===== config.mk =====
export PLATFORM = sky130hd
export DESIGN_NAME = rr_arbiter
export DESIGN_NICKNAME = d
export VERILOG_FILES = /design/src/rtl/rr_arbiter.sv
export SDC_FILE = /design/constraint.sdc
export NUM_CORES = 1
export LEC_CHECK = 0
export ABC_AREA = 1
export CELL_PAD_IN_SITES_DETAIL_PLACEMENT = 1
export CELL_PAD_IN_SITES_GLOBAL_PLACEMENT = 2
export CORE_MARGIN = 4
export CORE_UTILIZATION = 24
export CTS_CLUSTER_DIAMETER = 30
export CTS_CLUSTER_SIZE = 10
export DETAILED_ROUTE_END_ITERATION = 12
export GPL_TIMING_DRIVEN = 1
export PLACE_DENSITY_LB_ADDON = 0.1
export SLEW_MARGIN = 20
export SYNTH_ARGS = -nofsm -noshare
export SYNTH_HDL_FRONTEND = slang
export SYNTH_SLANG_ARGS = --single-unit
export TNS_END_PERCENT = 5

===== constraint.sdc =====
create_clock -name clk -period 2.1 [get_ports clk]
set_clock_uncertainty 0.15 [all_clocks]
set_input_delay 0.42 -clock clk [delete_from_list [all_inputs] [get_ports clk]]
set_output_delay 0.42 -clock clk [all_outputs]
set_load 0.01 [all_outputs]

===== src/rtl/rr_arbiter.sv =====
// Round-robin arbiter with a two-state IDLE/GRANT FSM.
// A grant is issued only from IDLE, lasts until the grantee signals done,
// drops its request, or has held the resource for HOLD_MAX cycles.
// Scanning resumes just after the last grantee, so every requester is
// eventually served.
module rr_arbiter #(
    parameter int N        = 16,
    parameter int HOLD_MAX = 8
) (
    input  logic         clk,
    input  logic         rst,
    input  logic         en,
    input  logic [N-1:0] req,
    input  logic         done,
    output logic [N-1:0] gnt,
    output logic [3:0]   gnt_id,
    output logic         gnt_valid,
    output logic         timeout,
    output logic         idle_flag
);

    typedef enum logic {
        IDLE  = 1'b0,
        GRANT = 1'b1
    } state_t;

    state_t     state;
    logic [3:0] ptr;
    logic [3:0] hold_cnt;

    logic       hi_found;
    logic [3:0] hi_id;
    logic       lo_found;
    logic [3:0] lo_id;
    logic       sel_found;
    logic [3:0] sel_id;

    logic       cur_req;
    logic       hold_hit;
    logic       release_now;

    // Round-robin pick: lowest set bit above ptr, else lowest set bit at or below ptr
    always_comb begin
        hi_found = 1'b0;
        hi_id    = 4'd0;
        lo_found = 1'b0;
        lo_id    = 4'd0;
        for (int i = N - 1; i >= 0; i--) begin
            if (req[i]) begin
                if (i > int'(ptr)) begin
                    hi_found = 1'b1;
                    hi_id    = 4'(i);
                end else begin
                    lo_found = 1'b1;
                    lo_id    = 4'(i);
                end
            end
        end
        sel_found = hi_found | lo_found;
        sel_id    = hi_found ? hi_id : lo_id;
    end

    // gnt is one-hot on the grantee, so masking req with it tests req[gnt_id]
    assign cur_req     = |(req & gnt);
    assign hold_hit    = (hold_cnt == 4'(HOLD_MAX));
    assign release_now = done | ~cur_req | hold_hit;

    assign idle_flag = (state == IDLE) && (req == '0);

    // FSM, grant registers, pointer and hold counter
    always_ff @(posedge clk) begin
        if (rst) begin
            state     <= IDLE;
            ptr       <= 4'(N - 1);
            hold_cnt  <= 4'd0;
            gnt       <= '0;
            gnt_id    <= 4'd0;
            gnt_valid <= 1'b0;
            timeout   <= 1'b0;
        end else begin
            timeout <= 1'b0;
            case (state)
                IDLE: begin
                    if (en && sel_found) begin
                        state     <= GRANT;
                        gnt       <= {{(N-1){1'b0}}, 1'b1} << sel_id;
                        gnt_id    <= sel_id;
                        gnt_valid <= 1'b1;
                        hold_cnt  <= 4'd1;
                    end
                end
                GRANT: begin
                    if (release_now) begin
                        state     <= IDLE;
                        ptr       <= gnt_id;
                        gnt       <= '0;
                        gnt_id    <= 4'd0;
                        gnt_valid <= 1'b0;
                        hold_cnt  <= 4'd0;
                        // only a pure age-out is flagged; a concurrent normal release wins
                        timeout   <= hold_hit & ~done & cur_req;
                    end else begin
                        hold_cnt  <= hold_cnt + 4'd1;
                    end
                end
                default: begin
                    state <= IDLE;
                end
            endcase
        end
    end

endmodule


# [Word-level counts from Yosys, hierarchy flattened]
# Index checks and enable logic that the tools add are counted.
[word_totals] register_bits=31
[op_classes] n_eq_ne=3 shifts=1 addsub=1 n_bitwise=10 n_lt_le_gt_ge=15 n_mux=138 reduce_logical=7
[ops] operator="2-to-1 mux 4 bit" count=66
[ops] operator="2-to-1 mux 1 bit" count=65
[ops] operator="> comparator 4 bit, first input constant" count=8
[ops] operator="2-to-1 mux 16 bit" count=2
[ops] operator="one-hot mux 16 bit (2 select lines)" count=1
[ops] operator="bitwise AND 16 bit" count=1
[ops] operator="> comparator 3 x 4 -> 1 bit, first input constant" count=4
[ops] operator="logical NOT 16 bit" count=1
[ops] operator="one-hot mux 4 bit (2 select lines)" count=2
[ops] operator="OR reduction 16 bit" count=1
[ops] operator="left shift 1 x 4 -> 16 bit, first input constant" count=1
[ops] operator="> comparator 2 x 4 -> 1 bit, first input constant" count=2
[ops] operator="adder 4 x 1 -> 4 bit, second input constant" count=1
[ops] operator="equality test 4 bit, second input constant" count=1
[ops] operator="> comparator 1 x 4 -> 1 bit, first input constant" count=1
[ops] operator="inequality test 2 x 1 -> 1 bit, second input constant" count=2
[ops] operator="NOT 1 bit" count=4
[ops] operator="one-hot mux 1 bit (2 select lines)" count=2
[ops] operator="AND reduction 2 bit" count=2
[ops] operator="bitwise OR 1 bit" count=3
[ops] operator="OR reduction 3 bit" count=1
[ops] operator="bitwise AND 1 bit" count=2
[ops] operator="logical AND 1 bit" count=2

# [Depth between registers and ports, before layout]
# Gate-level depths: netlist of run 1.
[depth] depth_word=36 ltp_mapped=22 mapped_depth_nobuf=21

# [Worst setup path after synthesis of run 1]
# OpenSTA, ideal clock, no wires.
[synth_path] path_kind="register -> register" start="register ptr[2]" end="register gnt[11]" path_slack_ns=-0.002 arrival_time_ns=1.824 period_less_slack_ns=2.102 required_time_ns=1.822 path_stages_with_launch=17 path_buffers=1 path_cell_list="dfxtp_1 -> buf_4 -> inv_1 -> o21ai_1 -> nor2_1 -> inv_1 -> nand2_2 -> nor2_4 -> nand2_2 -> nor3_1 -> o2111ai_1 -> nand2_2 -> inv_2 -> nand4_1 -> nor2_1 -> nor2_1 -> nor2_1"
[synth_between] elab_chain_cells=36 word_cells_on_any_way=145 cone_classes="order compare: 15; eq/ne: 1; shift: 1; mux: 125; bitwise: 1; reduce/logical: 2"
[synth_rtl] element="from (decl)" line="28" rtl="logic [3:0] ptr;"
[synth_rtl] element="from (signal assigned)" line="74" rtl="ptr <= 4'(N - 1);"
[synth_rtl] element="from (signal assigned)" line="95" rtl="ptr <= gnt_id;"
[synth_rtl] element="> comparator 4 bit" line="50" rtl="if (i > int'(ptr)) begin"
[synth_rtl] element="2-to-1 mux 4 bit or 2-to-1 mux 1 bit (tied branches)" line="50"
[synth_rtl] element="2-to-1 mux 4 bit or 2-to-1 mux 1 bit (tied branches)" line="49" rtl="if (req[i]) begin"
[synth_rtl] element="2-to-1 mux 4 bit or 2-to-1 mux 1 bit (tied branches)" line="50"
[synth_rtl] element="2-to-1 mux 4 bit or 2-to-1 mux 1 bit (tied branches)" line="49"
[synth_rtl] element="2-to-1 mux 4 bit or 2-to-1 mux 1 bit (tied branches)" line="50"
[synth_rtl] element="2-to-1 mux 4 bit or 2-to-1 mux 1 bit (tied branches)" line="49"
[synth_rtl] element="2-to-1 mux 4 bit or 2-to-1 mux 1 bit (tied branches)" line="50"
[synth_rtl] element="[19 not listed]"
[synth_rtl] element="2-to-1 mux 4 bit or 2-to-1 mux 1 bit (tied branches)" line="50"
[synth_rtl] element="2-to-1 mux 4 bit or 2-to-1 mux 1 bit (tied branches)" line="49"
[synth_rtl] element="2-to-1 mux 4 bit or 2-to-1 mux 1 bit (tied branches)" line="50"
[synth_rtl] element="2-to-1 mux 4 bit or 2-to-1 mux 1 bit (tied branches) (2 in a row)" line="49"
[synth_rtl] element="2-to-1 mux 4 bit or bitwise OR 1 bit (tied branches)" line="60, 59"
[synth_rtl] element="left shift 1 x 4 -> 16 bit or logical AND 1 bit (tied branches)" line="86, 84"
[synth_rtl] element="2-to-1 mux 16 bit or inequality test 2 x 1 -> 1 bit (tied branches)"
[synth_rtl] element="one-hot mux 16 bit (2 select lines) or AND reduction 2 bit (tied branches)"
[synth_rtl] element="to (signal assigned)" line="86" rtl="gnt <= {{(N-1){1'b0}}, 1'b1} << sel_id;"
[synth_rtl] element="to (decl)" line="15" rtl="output logic [N-1:0] gnt,"
# Parallel ways exist; a longest one is shown, timed or not. The select of a mux whose other input is x is not followed.
# A chain may end at the register's enable or synchronous reset.

# [Worst setup path in the final report of run 1]
[layout_path] start="register ptr[1]" end="register gnt[8]"
# The elaborated chain is that of the path after synthesis.

==> flow_metrics.env, run 1 <==
export IMPL_rsz0062_at_grt="yes"
export IMPL_powerDensity_mw_per_mm2=747
export IMPL_clockRootBuffer="clkbuf_8"
export IMPL_synth_nets=347
export IMPL_grt_pass1_wl_um=13700
export IMPL_wire_per_inst_um=15.1
export IMPL_synth_warnings=0
export IMPL_clock_latency_ns=0.29
export IMPL_cts_tree="built"
export IMPL_avgSynthCellArea_um2=6.31
export IMPL_critPathKind="flop to flop"
export IMPL_grt_overflow_total=0
export IMPL_dp_hpwl_um=6890
export IMPL_drt_total_wl_um=8620
export IMPL_die_y_um=100
export IMPL_io_buffers=42
export IMPL_yosysUniqueCellTypes=34
export IMPL_synth_top_cell_area_share=0.303
export IMPL_dr_pass1_iters=4
export IMPL_crit_required_ns=2.17
export IMPL_worstPathCellList="inv_4 > nand2_4 > buf_6 > nand4_1 > buf_4 > nand2_2 > nor2_4 > nand4_1 > nand3b_4 > buf_6 > nand2_4 > nor2_8 > buf_12 > nor2_8 > buf_6 > nand2_2 > a21oi_2"
export IMPL_clk_pin_slew_ns=0.07
export IMPL_synth_cells=325
export IMPL_outcome="finished with violations"
export IMPL_worst_path_max_delay_cell="dfxtp_4"
export IMPL_fmax_mhz=397
export IMPL_viasPerCell=4.62
export IMPL_nNetsFinal=487
export IMPL_gp_congestion=0.852
export IMPL_synthTopCellsByArea="dfxtp_1, nand2_1, nor2_1, inv_1, nand4_1"
export IMPL_seq_area_frac_synth=0.303
export IMPL_min_path_type="flop to flop"
export IMPL_arrival_ns=2.59
export IMPL_leakage_nw=1.70
export IMPL_first_iter_violations=45
export IMPL_holdBufCountCts=0
export IMPL_antenna_cells=0
export IMPL_drc=0
export IMPL_start_util=0.248
export IMPL_rrSetupSlack_ns=-0.42
export IMPL_clock_sinks=31
export IMPL_crit_buf_inv=6
export IMPL_power_mw=2.82
export IMPL_cp_depth=17
export IMPL_chipWidth_um=100
export IMPL_start_kind="flop"
export IMPL_drive_gt1_frac=0.451
export IMPL_slew_headroom=0.787
export IMPL_grt_pass1_vias=2739
export IMPL_final_hold_viol_count=0
export IMPL_cts_max_level=2
export IMPL_antenna_found_initial=0
export IMPL_grt_max_degree=19
export IMPL_pin_count=43
export IMPL_ir_drop_uv=293
export IMPL_core_area_mm2=0.00826
export IMPL_tightest_slew_ns=0.316
export IMPL_fin_crit_sh=1.20
export IMPL_ant_nets=0
export IMPL_synth_seq_cells=31
export IMPL_std_cell_rows=33
export IMPL_drv_cap=0
export IMPL_netlist_area_mm2=0.00205
export IMPL_violations="setup timing"
export IMPL_area_growth_syn_to_layout_pct=84.4
export IMPL_fin_crit_ns=2.52
export IMPL_die_area_mm2=0.0101
export IMPL_crit_path_end_kind="flop"
export IMPL_min_from="gnt_valid"
export IMPL_max_stage_delay_ns=0.38
export IMPL_post_place_ws_ns=-0.820
export IMPL_holdPathStages=2
export IMPL_worstRegToRegCells=17
export IMPL_grt_total_usage=0.174
export IMPL_path_max_fanout=5
export IMPL_cts_buffer_depth=2
export IMPL_yosys_area_top_type="dfxtp_1"
export IMPL_setup_viol_count_final=27
export IMPL_vias=2637
export IMPL_reg2reg_from="ptr[1]"
export IMPL_cts_buffers=5
export IMPL_reg2reg_to="gnt[8]"
export IMPL_postLayoutSetupSlackWorst_ns=-0.416
export IMPL_hold_path_end="gnt_valid"
export IMPL_slew_viol_final=0
export IMPL_cpLargestDelayFamily="simple AND/OR/NAND/NOR gates"
export IMPL_crit_top_cell="buf_6"
[power breakdown]
part           switching, mW  leakage (nW)  total [mW]  internal, mW
clock                  0.253        0.0412       0.484         0.232
sequential            0.0813         0.253       0.731         0.650
combinational          0.859          1.41        1.61         0.746
[state kept, by name, indices dropped and copies added (netlist names)]
| register | flops |
|---|---|
| gnt | 16 |
| gnt_id | 4 |
| hold_cnt | 4 |
| ptr | 4 |
| gnt_valid | 1 |
| state | 1 |
| timeout | 1 |
[logic make-up (layout without fill, tap and decap cells)]
kind of cell / count (synthesis) / count (layout) / synth area share
compound gates: 48 / 48 / 0.148
xor+xnor: 1 / 1 / 0.00427
fa+ha+maj: 2 / 2 / 0.0122
buf+inv: 49 / 190 / 0.0946
flops: 31 / 31 / 0.303
simple gates: 194 / 194 / 0.438
[cells in the mapped netlist]
master and number:
o2111ai_1 1, nor3_2 1, dfxtp_1 31, a21oi_2 1, nor2_8 2, o21ai_1 3, nand3b_2 1, nand2_4 1
nand2_2 6, inv_1 35, inv_2 8, o21ai_0 14, a31o_2 1, o211ai_1 4, a31oi_1 1, xnor2_1 1
nand3_1 18, ha_1 2, clkbuf_1 3, nor2_1 54, a221oi_1 4, o32ai_1 1, o21ai_2 3, o21bai_1 1
nand4_1 15, inv_4 1, a21oi_1 11, o31ai_1 3, nor2_4 4, or2_4 1, or2_1 1, nand2_1 87
buf_4 2, nor3_1 3
[placed cells by master (no fill, tap or decap), types with 3 or more instances in the layout]
cell and count:
buf_4 89, nor2_1 35, inv_1 27, inv_2 10, nor2_2 13, inv_4 6
o31ai_1 3, buf_6 6, o211ai_1 4, dfxtp_4 4, dlygate4sd2_1 13, o21ai_2 8
nor2_4 10, clkdlybuf4s50_1 27, dfxtp_1 27, a21oi_1 5, nand4_1 15, nand2_4 9
nand2_2 22, a21oi_2 7, nand3_1 16, nand2_1 62, o21ai_0 8, clkbuf_8 5
[worst max path at each step]
| stage | from | endpoint | slack, ns |
|---|---|---|---|
| final | ptr[1] | gnt[8] | -0.42 |
| after global routing | ptr[1] | gnt[7] | -0.54 |
| after CTS | ptr[2] | idle_flag | -0.42 |
| after detailed placement | req[15] | idle_flag | -0.82 |
| after global placement | req[14] | idle_flag | -0.78 |
| after floorplan | ptr[3] | gnt[10] | -0.0007 |
[layout make-up]
cell class / instances / area [um2]
Sequential cell: 31 / 636
Tap cell: 105 / 131
Multi-Input combinational cell: 245 / 1580
Clock buffer: 6 / 72.6
Clock inverter: 2 / 12.5
Fill cell: 1053 / 4480
Inverter: 44 / 185
Timing Repair Buffer: 138 / 1160
[layer usage]
metal / vias up / global-route usage / wire [um]
met5: - / 0 / 0
met4: 0 / 0.0363 / 87
met3: 8 / 0.0320 / 309
met2: 37 / 0.296 / 4270
met1: 1255 / 0.230 / 3960
li1: 1337 / - / -
[stage by stage]
step	hold slack [ns]	cell area, um2	setup TNS [ns]	instances	util
3_5_place_dp	0.291	3190	-20.12	548	0.386
6_report	0.301	3780	-8.24	571	0.458
4_1_cts	0.305	3370	-7.92	558	0.408
5_1_grt	0.320	3780	-11.63	571	0.458
2_1_floorplan	0.305	2050	-0.00284	325	-
3_3_place_gp	0.281	3190	-19.83	548	0.386
[timing repair]
action                                  CTS  global route
resized for setup                        49            91
endpoints found under the setup margin   31            31
gates cloned                              0             0
buffers inserted                          2            13
pin swaps                                 7            37
[worst register-to-register path: stages, from the launching register on]
cell      delay, ns
dfxtp_4        0.38
inv_4          0.08
nand2_4        0.07
buf_6          0.12
nand4_1        0.09
buf_4          0.13
nand2_2        0.06
nor2_4         0.12
nand4_1        0.17
nand3b_4       0.22
buf_6          0.13
nand2_4        0.08
nor2_8         0.06
buf_12         0.14
nor2_8         0.16
buf_6          0.15
nand2_2        0.05
a21oi_2        0.11
(Power assumes the default switching activity.)
==> run 2, diff against run 1 <==
--- a/config.mk
+++ b/config.mk
@@ -9,7 +9,7 @@
 export CELL_PAD_IN_SITES_DETAIL_PLACEMENT = 1
 export CELL_PAD_IN_SITES_GLOBAL_PLACEMENT = 2
 export CORE_MARGIN = 4
-export CORE_UTILIZATION = 24
+export CORE_UTILIZATION = 27
 export CTS_CLUSTER_DIAMETER = 30
 export CTS_CLUSTER_SIZE = 10
 export DETAILED_ROUTE_END_ITERATION = 12
==> constraint.sdc (replaced) <==
create_clock -name clk -period 2.45 [get_ports clk]
set_clock_uncertainty 0.15 [all_clocks]
set_input_delay 0.49 -clock clk [delete_from_list [all_inputs] [get_ports clk]]
set_output_delay 0.49 -clock clk [all_outputs]
set_load 0.01 [all_outputs]
==> flow_metrics.env, run 2 (synthesis gave the netlist of run 1 again) <==
export IMPL_core_area_mm2=0.00733
export IMPL_largest_reg_flops=16
export IMPL_grt_max_degree=18
export IMPL_cts_buffers=5
export IMPL_worstPathCellList="buf_12 > nor2_4 > inv_4 > nor2_4 > nand2_2 > nand2_2 > nand2_4 > nor3_4 > nand3b_4 > nor2_2 > buf_2"
export IMPL_clk_pin_slew_ns=0.07
export IMPL_cts_tree="built"
export IMPL_fin_crit_sh=1.05
export IMPL_wire_per_inst_um=15.6
export IMPL_holdPathStages=2
export IMPL_final_hold_viol_count=0
export IMPL_drc=0
export IMPL_path_max_fanout=5
export IMPL_die_y_um=95.1
export IMPL_clockRootBuffer="clkbuf_8"
export IMPL_crit_buf_inv=3
export IMPL_fin_crit_ns=2.58
export IMPL_area_growth_syn_to_layout_pct=75.7
export IMPL_gp_congestion=0.885
export IMPL_cp_depth=11
export IMPL_std_cell_rows=31
export IMPL_first_iter_violations=91
export IMPL_grt_total_usage=0.195
export IMPL_clock_latency_ns=0.29
export IMPL_mostFrequentLayoutCells="buf_4, nand2_1, nor2_1"
export IMPL_grt_pass1_vias=2707
export IMPL_power_mw=2.47
export IMPL_crit_path_end_kind="primary output"
export IMPL_mostFrequentLayoutCell="buf_4"
export IMPL_drv_cap=0
export IMPL_start_util=0.280
export IMPL_violations="setup timing"
export IMPL_largest_register="gnt"
export IMPL_grt_overflow_total=0
export IMPL_multi_input_area_mm2=0.00143
export IMPL_setup_viol_count_final=4
export IMPL_pin_count=43
export IMPL_setup_tns_ns=-0.177
export IMPL_min_path_type="flop to flop"
export IMPL_dr_pass1_iters=4
export IMPL_ir_drop_uv=425
export IMPL_holdBufCountCts=0
export IMPL_slew_headroom=0.759
export IMPL_worstRegToRegCells=15
export IMPL_vias=2650
export IMPL_layout_cells_non_filler=557
export IMPL_critPathKind="flop to primary output"
export IMPL_start_kind="flop"
export IMPL_tightest_slew_ns=0.361
export IMPL_register_area_um2=633
export IMPL_dp_cells=536
export IMPL_post_place_ws_ns=-0.624
export IMPL_placed_cell_area_mm2=0.00314
export IMPL_io_buffers=42
export IMPL_rsz0062_at_grt="yes"
export IMPL_dp_hpwl_um=6620
export IMPL_die_area_mm2=0.00905
export IMPL_hold_ws_ns=0.302
export IMPL_leakage_nw=1.66
export IMPL_fillers=929
export IMPL_drt_total_wl_um=8670
export IMPL_clock_sinks=31
export IMPL_grt_pass1_wl_um=13600
export IMPL_max_stage_delay_ns=0.39
export IMPL_final_util=0.491
export IMPL_fmax_mhz=387
export IMPL_cpLargestDelayFamily="simple AND/OR/NAND/NOR gates"
export IMPL_cts_buffer_depth=2
export IMPL_postLayoutSetupSlackWorst_ns=-0.134
export IMPL_slew_viol_final=0
export IMPL_drive_gt1_frac=0.382
export IMPL_antenna_found_initial=0
export IMPL_worst_path_max_delay_cell="dfxtp_4"
export IMPL_nNetsFinal=479
export IMPL_chipWidth_um=95.1
export IMPL_cts_max_level=2
export IMPL_powerDensity_mw_per_mm2=686
export IMPL_design_area_mm2=0.00360
export IMPL_viasPerCell=4.76
export IMPL_ant_nets=0
export IMPL_antenna_cells=0
export IMPL_outcome="finished with violations"
export IMPL_crit_required_ns=1.81
export IMPL_arrival_ns=1.94
-- run 2: routing by layer --
metal  vias to the layer above  track usage  share of wire
met5                         -            0              0
met4                         0       0.0613          0.022
met3                        14       0.0308          0.036
met2                        47        0.332           0.50
met1                      1268        0.251           0.44
li1                       1321            -              -
-- run 2: worst paths after layout --
path                            startpoint   endpoint  slack (ns)
worst min register to register   gnt_valid  gnt_valid        0.30
worst max register to register      ptr[3]     gnt[7]       -0.02
worst min-delay path             gnt_valid  gnt_valid        0.30
worst max-delay path                ptr[3]  idle_flag       -0.13
-- run 2: repair_timing --
item	CTS	global route
pin swaps	15	33
resized for setup	37	54
setup buffers	7	7
setup endpoints to repair	27	28
-- run 2: power breakdown --
| part | switching (mW) | internal, mW | leakage, nW |
|---|---|---|---|
| registers | 0.0582 | 0.557 | 0.252 |
| logic | 0.706 | 0.607 | 1.35 |
| clock network | 0.211 | 0.329 | 0.0612 |
| total | 0.976 | 1.49 | 1.66 |
-- run 2: cell type report --
type | count | share of cell area
clock buffer | 6 | 0.0229
multi-input combinational | 245 | 0.398
sequential | 31 | 0.176
clock inverter | 2 | 0.00973
tap | 99 | 0.0344
timing repair buffer | 130 | 0.309
inverter | 44 | 0.0500
-- run 2: worst reg2reg max path, cell delays in order (launching register included) --
cell and delay [ns]:
dfxtp_4 0.42, inv_6 0.06, buf_6 0.12, o21ai_2 0.12, or2_4 0.14, nand2_2 0.06, nor2_2 0.13, nand2_2 0.09
buf_4 0.15, nor3_4 0.19, o2111ai_2 0.15, nand2_2 0.15, nand4_1 0.19, nor2_1 0.15, nor2_1 0.06, nor2_1 0.09
==> run 3, diff against run 2 <==
--- a/config.mk
+++ b/config.mk
@@ -15,7 +15,6 @@
 export DETAILED_ROUTE_END_ITERATION = 12
 export GPL_TIMING_DRIVEN = 1
 export PLACE_DENSITY_LB_ADDON = 0.1
-export SLEW_MARGIN = 20
 export SYNTH_ARGS = -nofsm -noshare
 export SYNTH_HDL_FRONTEND = slang
 export SYNTH_SLANG_ARGS = --single-unit
==> results of run 3 <==
Same layout as run 2: the final DEF is identical, and so are final timing and power.
